==> config.mk <==
export PLATFORM = sky130hd
export DESIGN_NAME = qspline_horner_eval
export DESIGN_NICKNAME = d
export VERILOG_FILES = /design/src/rtl/qspline_pkg.sv /design/src/rtl/qspline_mul_mul_10ns_20ns_30_1_1.sv /design/src/rtl/qspline_horner_eval.sv
export SDC_FILE = /design/constraint.sdc
export NUM_CORES = 1
export LEC_CHECK = 0
export BUFFER_PORTS_ARGS = -buffer_cell sky130_fd_sc_hd__buf_2
export CAP_MARGIN = 25
export CORE_AREA = 8 8 143 159
export CTS_CLUSTER_SIZE = 14
export DETAILED_ROUTE_END_ITERATION = 10
export DIE_AREA = 0 0 151 167
export GPL_TIMING_DRIVEN = 0
export PLACE_DENSITY = 0.86
export SYNTH_ARGS = -nofsm -noshare
export SYNTH_HDL_FRONTEND = slang
export SYNTH_SLANG_ARGS = --single-unit
==> constraint.sdc <==
create_clock -name ap_clk -period 12.24 [get_ports ap_clk]
set_clock_uncertainty 0.2 [all_clocks]
set_input_delay 1.224 -clock ap_clk [delete_from_list [all_inputs] [get_ports ap_clk]]
set_output_delay 1.224 -clock ap_clk [all_outputs]
set_load 0.02 [all_outputs]
==> src/rtl/qspline_pkg.sv <==
// -----------------------------------------------------------------------------
// qspline_pkg
// Shared definitions for the quadratic-spline Horner evaluator:
//   - default operand widths (T_W, C_W) and the full product width P_W
//   - the evaluator FSM state type
//   - sat_add(): C_W-bit addition returning {overflow, sum}, with optional
//     saturation at 2^C_W-1
// -----------------------------------------------------------------------------
package qspline_pkg;

  localparam int T_W = 10;
  localparam int C_W = 20;
  localparam int P_W = T_W + C_W;

  typedef enum logic [1:0] {
    IDLE = 2'd0,
    MUL1 = 2'd1,
    MUL2 = 2'd2,
    HOLD = 2'd3
  } state_t;

  // Bit C_W of the result is the carry out of the raw addition. When sat_en
  // is set and the carry is out, the sum is clamped to all ones but the
  // overflow flag is still reported so the caller can raise out_sat.
  function automatic logic [C_W:0] sat_add(input logic [C_W-1:0] x,
                                           input logic [C_W-1:0] y,
                                           input logic           sat_en);
    logic [C_W:0] raw;
    raw = {1'b0, x} + {1'b0, y};
    if (raw[C_W] && sat_en) begin
      sat_add = {1'b1, {C_W{1'b1}}};
    end else begin
      sat_add = raw;
    end
  endfunction

endpackage

==> src/rtl/qspline_mul_mul_10ns_20ns_30_1_1.sv <==
// -----------------------------------------------------------------------------
// qspline_mul_mul_10ns_20ns_30_1_1
// Shared unsigned multiplier, din0 x din1 -> dout. With NUM_STAGE=1 the
// product is purely combinational, so the caller must drive it from
// registered operands.
// Ports:
//   din0  in  din0_WIDTH  multiplicand (abscissa fraction)
//   din1  in  din1_WIDTH  multiplier (coefficient / partial sum)
//   dout  out dout_WIDTH  full-width unsigned product
// -----------------------------------------------------------------------------
module qspline_mul_mul_10ns_20ns_30_1_1 #(
  parameter int NUM_STAGE  = 1,
  parameter int din0_WIDTH = 10,
  parameter int din1_WIDTH = 20,
  parameter int dout_WIDTH = 30
) (
  input  logic [din0_WIDTH-1:0] din0,
  input  logic [din1_WIDTH-1:0] din1,
  output logic [dout_WIDTH-1:0] dout
);

  // Only the single-stage (combinational) flavour exists in this library;
  // any other stage count yields a tied-off output.
  if (NUM_STAGE == 1) begin : g_comb
    assign dout = dout_WIDTH'(din0) * dout_WIDTH'(din1);
  end else begin : g_unsupported
    assign dout = '0;
  end

endmodule

==> src/rtl/qspline_horner_eval.sv <==
// -----------------------------------------------------------------------------
// qspline_horner_eval
// Evaluates y = (a*t + b)*t + c for one unsigned Q0.T_W abscissa t and one
// coefficient set, sharing a single combinational multiplier over two cycles.
// Products are truncated (>> T_W). Each addition either saturates at
// 2^C_W-1 (SAT_EN=1) or wraps (SAT_EN=0); out_sat reports either event.
// Ports:
//   ap_clk     in   1    clock, rising edge
//   ap_rst_n   in   1    synchronous active-low reset
//   in_valid   in   1    {in_t, in_a, in_b, in_c} valid
//   in_ready   out  1    a sample is accepted this cycle if in_valid
//   in_t       in   T_W  abscissa fraction
//   in_a/b/c   in   C_W  spline coefficients
//   out_valid  out  1    out_y/out_sat valid (registered)
//   out_ready  in   1    sink accepts the result
//   out_y      out  C_W  result (registered)
//   out_sat    out  1    saturation/wrap seen in either addition (registered)
// -----------------------------------------------------------------------------
module qspline_horner_eval
  import qspline_pkg::*;
#(
  parameter int T_W    = qspline_pkg::T_W,
  parameter int C_W    = qspline_pkg::C_W,
  parameter bit SAT_EN = 1'b1
) (
  input  logic           ap_clk,
  input  logic           ap_rst_n,
  input  logic           in_valid,
  output logic           in_ready,
  input  logic [T_W-1:0] in_t,
  input  logic [C_W-1:0] in_a,
  input  logic [C_W-1:0] in_b,
  input  logic [C_W-1:0] in_c,
  output logic           out_valid,
  input  logic           out_ready,
  output logic [C_W-1:0] out_y,
  output logic           out_sat
);

  state_t         state_r;
  state_t         next_state_s;

  logic [T_W-1:0] t_r;
  logic [C_W-1:0] a_r;
  logic [C_W-1:0] b_r;
  logic [C_W-1:0] c_r;
  logic [C_W-1:0] s1_r;
  logic           sat_r;
  logic [C_W-1:0] out_y_r;
  logic           out_sat_r;
  logic           out_valid_r;

  logic           in_ready_s;
  logic           accept_s;
  logic [C_W-1:0] mul_b_s;
  logic [C_W-1:0] addend_s;
  logic [P_W-1:0] p_s;
  logic [C_W:0]   add_s;
  logic           unused_p_lo_s;

  // Shared multiplier: t_r is always one operand; the other is a_r in MUL1
  // and the registered first-stage sum otherwise.
  qspline_mul_mul_10ns_20ns_30_1_1 #(
    .NUM_STAGE  (1),
    .din0_WIDTH (T_W),
    .din1_WIDTH (C_W),
    .dout_WIDTH (P_W)
  ) u_mul (
    .din0 (t_r),
    .din1 (mul_b_s),
    .dout (p_s)
  );

  // Truncating shift: the low T_W product bits are simply dropped.
  assign unused_p_lo_s = ^p_s[T_W-1:0];
  assign add_s         = sat_add(p_s[P_W-1:T_W], addend_s, SAT_EN);

  // Next-state, handshake and operand selection.
  always_comb begin
    next_state_s = state_r;
    in_ready_s   = 1'b0;
    mul_b_s      = s1_r;
    addend_s     = c_r;
    case (state_r)
      IDLE: begin
        in_ready_s = 1'b1;
        if (in_valid) begin
          next_state_s = MUL1;
        end else begin
          next_state_s = IDLE;
        end
      end
      MUL1: begin
        mul_b_s      = a_r;
        addend_s     = b_r;
        next_state_s = MUL2;
      end
      MUL2: begin
        next_state_s = HOLD;
      end
      HOLD: begin
        // Accepting the result frees the datapath in the same cycle, so a
        // waiting sample is captured without an IDLE bubble.
        in_ready_s = out_ready;
        if (!out_ready) begin
          next_state_s = HOLD;
        end else if (in_valid) begin
          next_state_s = MUL1;
        end else begin
          next_state_s = IDLE;
        end
      end
      default: begin
        next_state_s = IDLE;
      end
    endcase
    accept_s = in_valid & in_ready_s;
  end

  // State, operand capture and the two accumulation stages.
  always_ff @(posedge ap_clk) begin
    if (!ap_rst_n) begin
      state_r     <= IDLE;
      t_r         <= '0;
      a_r         <= '0;
      b_r         <= '0;
      c_r         <= '0;
      s1_r        <= '0;
      sat_r       <= 1'b0;
      out_y_r     <= '0;
      out_sat_r   <= 1'b0;
      out_valid_r <= 1'b0;
    end else begin
      state_r     <= next_state_s;
      out_valid_r <= (next_state_s == HOLD);
      if (accept_s) begin
        t_r <= in_t;
        a_r <= in_a;
        b_r <= in_b;
        c_r <= in_c;
      end
      if (state_r == MUL1) begin
        s1_r  <= add_s[C_W-1:0];
        sat_r <= add_s[C_W];
      end
      if (state_r == MUL2) begin
        out_y_r   <= add_s[C_W-1:0];
        out_sat_r <= sat_r | add_s[C_W];
      end
    end
  end

  assign in_ready  = in_ready_s;
  assign out_valid = out_valid_r;
  assign out_y     = out_y_r;
  assign out_sat   = out_sat_r;

endmodule

### Yosys cells after proc, flatten, opt, wreduce, memory -nomap -nowiden

Index checks and enable logic that the tools add are counted.

* output and inout bits: 23
* input port bits: 74
* register bits: 115
* word-level logic and storage cells: 26

* reduce and logical (&&, ||, !) cells: 1
* multipliers: 1
* $add $sub $neg: 1
* equality and inequality tests: 4
* mux-type cells: 7
* bitwise logic cells: 2

Operator list (count)
* 20-bit two-way mux: 2
* 10-bit by 20-bit multiplier with 30-bit output: 1
* 20-bit by 20-bit adder with 21-bit output: 1
* 21-bit two-way mux: 1
* 2-bit one-hot mux with 4 select lines: 1
* 2-bit == test (second input constant): 3
* 2-bit by 1-bit == test with 1-bit output (second input constant): 1
* 2-bit logical NOT: 1
* 2-bit two-way mux: 1
* 1-bit one-hot mux with 2 select lines: 1
* 1-bit AND: 1
* 1-bit two-way mux: 1
* 1-bit bitwise OR: 1

### Logic depth before layout (Yosys ltp)

* depth after elaboration: 6
* gate-level depth with buffers: 35

### Hierarchy

A second synthesis with hierarchy kept.

* cell total of the unflattened synthesis: 1359
* area, all modules: 11912.7 um2

Modules (own cells, without submodules)
* qspline_mul_mul_10ns_20ns_30_1_1: area each 6351.1 um2, instances 1, cells each 737
* qspline_horner_eval: area each 5561.6 um2, instances 1, cells each 622

### Worst setup path after synthesis

No wires, ideal clock.

* path kind: register -> register
* start point: register state_r[1]
* end point: register out_y_r[11] (netlist: out_y[11])
* arrival: 7.290 ns
* cell stages (with the launch flop): 31
* setup slack: 4.617 ns
* buffers on the path: 4
* cells stage by stage: dfxtp_1 -> inv_1 -> ha_1 -> buf_4 -> clkbuf_1 -> mux2_2 -> and2_1 -> fa_1 -> fa_1 -> fa_1 -> fa_1 -> inv_1 -> fa_1 -> inv_1 -> ha_1 -> a21oi_1 -> nor2b_1 -> nor3_1 -> nand2_1 -> o311ai_4 -> o21bai_1 -> xor2_1 -> ha_1 -> a21o_1 -> a31oi_1 -> nand2_1 -> o41a_1 -> buf_4 -> buf_4 -> nor2_1 -> a21oi_1

* longest elaborated chain between the ends: 5
* elaborated cells on any way between the ends: 7

Ends and longest elaborated chain
* start, declared: line qspline_horner_eval.sv:40 `state_t state_r;`
* start signal, assigned: line qspline_horner_eval.sv:134 `state_r <= next_state_s;`
* 2-bit by 1-bit == test with 1-bit output: line qspline_horner_eval.sv:84 `case (state_r)`
* 20-bit two-way mux: line qspline_horner_eval.sv:84
* 10-bit by 20-bit multiplier with 30-bit output: line qspline_mul_mul_10ns_20ns_30_1_1.sv:25 `assign dout = dout_WIDTH'(din0) * dout_WIDTH'(din1);`
* 20-bit by 20-bit adder with 21-bit output: line qspline_pkg.sv:29 `raw = {1'b0, x} + {1'b0, y};`
* 21-bit two-way mux: line qspline_pkg.sv:30 `if (raw[C_W] && sat_en) begin`
* end signal, assigned: line qspline_horner_eval.sv:147 `out_y_r <= add_s[C_W-1:0];`
* end, declared: line qspline_horner_eval.sv:49 `logic [C_W-1:0] out_y_r;`

Several ways; a longest one is shown, not always the timed one.
A chain may end at the register's enable or synchronous reset.

### Final worst setup path

* start point: register state_r[1]
* end point: register s1_r[7]

* longest elaborated chain between the ends: 5
* elaborated cells on any way between the ends: 6

Ends and longest elaborated chain
* 2-bit by 1-bit == test with 1-bit output (*): line qspline_horner_eval.sv:84, qspline_horner_eval.sv:142
* 20-bit two-way mux: line qspline_horner_eval.sv:84
* 10-bit by 20-bit multiplier with 30-bit output: line qspline_mul_mul_10ns_20ns_30_1_1.sv:25
* 20-bit by 20-bit adder with 21-bit output: line qspline_pkg.sv:29
* 21-bit two-way mux: line qspline_pkg.sv:30
* end signal, assigned: line qspline_horner_eval.sv:143 `s1_r <= add_s[C_W-1:0];`
* end, declared: line qspline_horner_eval.sv:47 `logic [C_W-1:0] s1_r;`

Mark *: on every way between the ends. The rest lies on a longest branch, timed or not.

==> metrics.txt <==
GPL Wtd Cong=0.9528; Tmin final=9020 ps; synth unique cells=59; Hold Path Stages=2; global-route wire length before repair=53,800 µm; CTS tree=yes; outcome=finished clean; post-route ant nets=0; Slew @ Worst Pin=736.8 ps; Worst EP arrival=9100 ps; ranking of synthesized cells by area=fa_1, dfxtp_1, ha_1; die width=151 µm; Final period util=73.69%; clock sink count=115; FFs w/ async S/R, synth=0%; drc violations=0; pin count of the biggest net entering global routing=17; cts hold-fix bufs=0; num ports=97; VDD IR-drop max=0.0001069 V; number of global-route vias before repair=10.96k; Post-Syn Nets=1,694; routed wire length per instance=18.79 µm; Die Ht=167 µm; HP Class=flip-flop to flip-flop; Fin. Hold Viols=0; # port buffers=95; cell mode on critical path=fa_1; Max Clock Freq=110.9 MHz; Post-synth EDFFs=0; Max transition margin=50.88%; GRT overflow=0; Pins Over Slew Limit=0; YS warnings=0; Synth area leader=fa_1; # Max-Cap Violations=0; total core area=20,090 µm²; Worst Path Required=12,320 ps; FILL cells=1,630; register clock-pin slew on the reported worst setup and hold paths=60 ps; reg-to-reg setup timing slack=3220 ps; Slowest cell on crit path=fa_1; DR vias=10.43k; Leak=0.006365 µW; hpwl dp=25,920 µm; crit-path max FO=10; setup TNS=0 ps; Worst Hold Path EP=a_r[14]; PD cells=117.2 nW/µm²; clock network latency to the later pin of the worst-skew pair=430 ps; CTS root buffer=clkbuf_16; Crit path largest cell delay=560 ps; Starting Density=58.85%; post-layout util=65.88%; Final Total Pwr=1552 µW; count leader, synth=nand2_1; Final nets=1,808; top-area cell type share of the netlist area=24.04%; Seq cells post-synth=115; synthesis-to-layout area growth=11.96%; startpoint types=flip-flop; via/cell ratio=5.883; Post-CTS Setup Bufs=0; Cells after Synth=1,389; final setup fails=0; Worst R2R Path Depth=29; number of buffers created by CTS=17; reg-to-reg critical path startpoint=state_r[1]; worst-case clock buffer depth=2; Die ar.=25,220 µm²; Cell Rows=55; Most used DFF post-synth=dfxtp_1; antenna violations before repair=0; global-route total usage across every layer=26.96%; PostCTS Resize Cnt=0; min-delay src=a_r[14]; critical path type=flip-flop to flip-flop; H-Tree Depth=4; commonest cells in the netlist=nand2_1, inv_1, fa_1, dfxtp_1, and2_1; Setup crit end kind=flip-flop; synthesized area=11,830 µm²; RR Endpoint=s1_r[7]; first drt pass iteration count=5; Syn Area/Cell=8.513 µm²; Seq/Total Area, Yosys=19.47%; starting DRC count in detailed routing=704; Post-Route WL=33,310 µm; fraction of layout cells with a size suffix above 1=12.27%; RSZ-0062 raised after global routing=no
## cell families (layout without fill, tap and decap cells)
| logic type | count (synthesis) | after routing | synth area share [%] |
|---|---|---|---|
| compound gates | 290 | 290 | 16.22 |
| flops | 115 | 115 | 19.47 |
| xor+xnor | 37 | 37 | 2.740 |
| mux | 40 | 40 | 3.841 |
| simple gates | 452 | 452 | 17.07 |
| fa+ha+maj | 231 | 231 | 33.46 |
| buf+inv | 224 | 351 | 7.206 |
| other cells | 0 | 1 | 0 |
## worst max path at each step
| stage | start | to | slack (ps) | depth (start not counted) |
|---|---|---|---|---|
| CTS | state_r[1] | s1_r[7] | 3350 | 29 |
| detailed placement | state_r[1] | out_y[0] | 3420 | 31 |
| global placement | state_r[1] | out_y[10] | 3600 | 31 |
| finish | state_r[1] | s1_r[7] | 3220 | 29 |
| global route | state_r[1] | s1_r[17] | 2950 | 29 |
| floorplan | state_r[1] | out_y[11] | 4620 | 30 |
## power breakdown
part	leakage, µW	internal, µW	total, µW	switching [µW]
Sequential	0.000941	423	453	30.2
Clock	0.000298	328	529	201
Combinational	0.00513	192	569	377
## cell usage in the layout (no fill, tap or decap), types with 3 or more instances in the layout
cell / netlist / routed
a211oi_1: 7 / 7
a21boi_0: 71 / 71
a21o_1: 14 / 14
a21oi_1: 82 / 82
a31oi_1: 6 / 6
and2_1: 90 / 90
and3_1: 5 / 5
buf_1: 3 / 3
buf_2: 0 / 95
buf_4: 3 / 3
bufinv_16: 0 / 3
clkbuf_1: 63 / 63
clkbuf_16: 0 / 17
clkinv_4: 0 / 3
dfxtp_1: 115 / 115
fa_1: 142 / 142
ha_1: 89 / 89
inv_1: 155 / 155
inv_6: 0 / 4
mux2_2: 39 / 39
nand2_1: 286 / 286
nand2b_1: 3 / 3
nand3b_1: 3 / 3
nand4_1: 4 / 4
nor2_1: 39 / 39
nor2b_1: 6 / 6
nor3_1: 5 / 5
nor4_1: 3 / 3
o2111ai_1: 3 / 3
o211ai_1: 8 / 8
o21a_1: 4 / 4
o21ai_0: 64 / 64
o21bai_1: 4 / 4
xnor2_1: 23 / 23
xor2_1: 14 / 14
## state kept, by name (all words and copies together), names as in the netlist, 2 cells and up
| signal | flops |
|---|---|
| a_r | 20 |
| t_r | 10 |
| state_r | 2 |
| s1_r | 20 |
| out_y | 20 |
| c_r | 20 |
| b_r | 20 |
## stage by stage
step	cells	area [µm²]	worst slack, ps	hold slack, ps
finish	1773	13240	3220	263.2
global route	1772	13240	2952	283.9
CTS	1772	13240	3351	264.2
global placement	1740	12620	3605	247.5
floorplan	1389	11830	4617	240.0
detailed placement	1740	12620	3420	254.5
## worst max-delay path: cells and delay by family (launching register included)
family / cells / cell delay (ps)
adder cells (fa/ha/maj): 8 / 3350
buffers and inverters: 6 / 1080
XOR/XNOR: 1 / 280
AND/OR/NAND/NOR: 6 / 1250
multiplexers: 1 / 550
flip-flops: 1 / 360
AO/OA/AOI/OAI: 7 / 1790
## final cells by class
type | instances | area (µm²) | area share [%]
flip-flops and latches | 115 | 2302 | 17.39
diodes | 1 | 2.502 | 0.01890
clock inverters | 14 | 176.4 | 1.333
well taps | 256 | 320.3 | 2.419
multi-input cells | 1050 | 8671 | 65.50
clock buffers | 18 | 439.2 | 3.317
inverters | 155 | 581.8 | 4.395
repair buffers | 95 | 475.5 | 3.591
plain buffers | 69 | 270.3 | 2.041
## routing by layer
layer	wire length [µm]	part of all wire (%)	up-vias	GRT usage, %
li1	-	-	4739	-
met1	13220	40	5086	32.78
met2	16190	49	480	44.50
met3	2302	6.9	126	4.527
met4	1602	4.8	0	14.52
met5	0	0	-	0
Power figures use the tool's default switching activity.
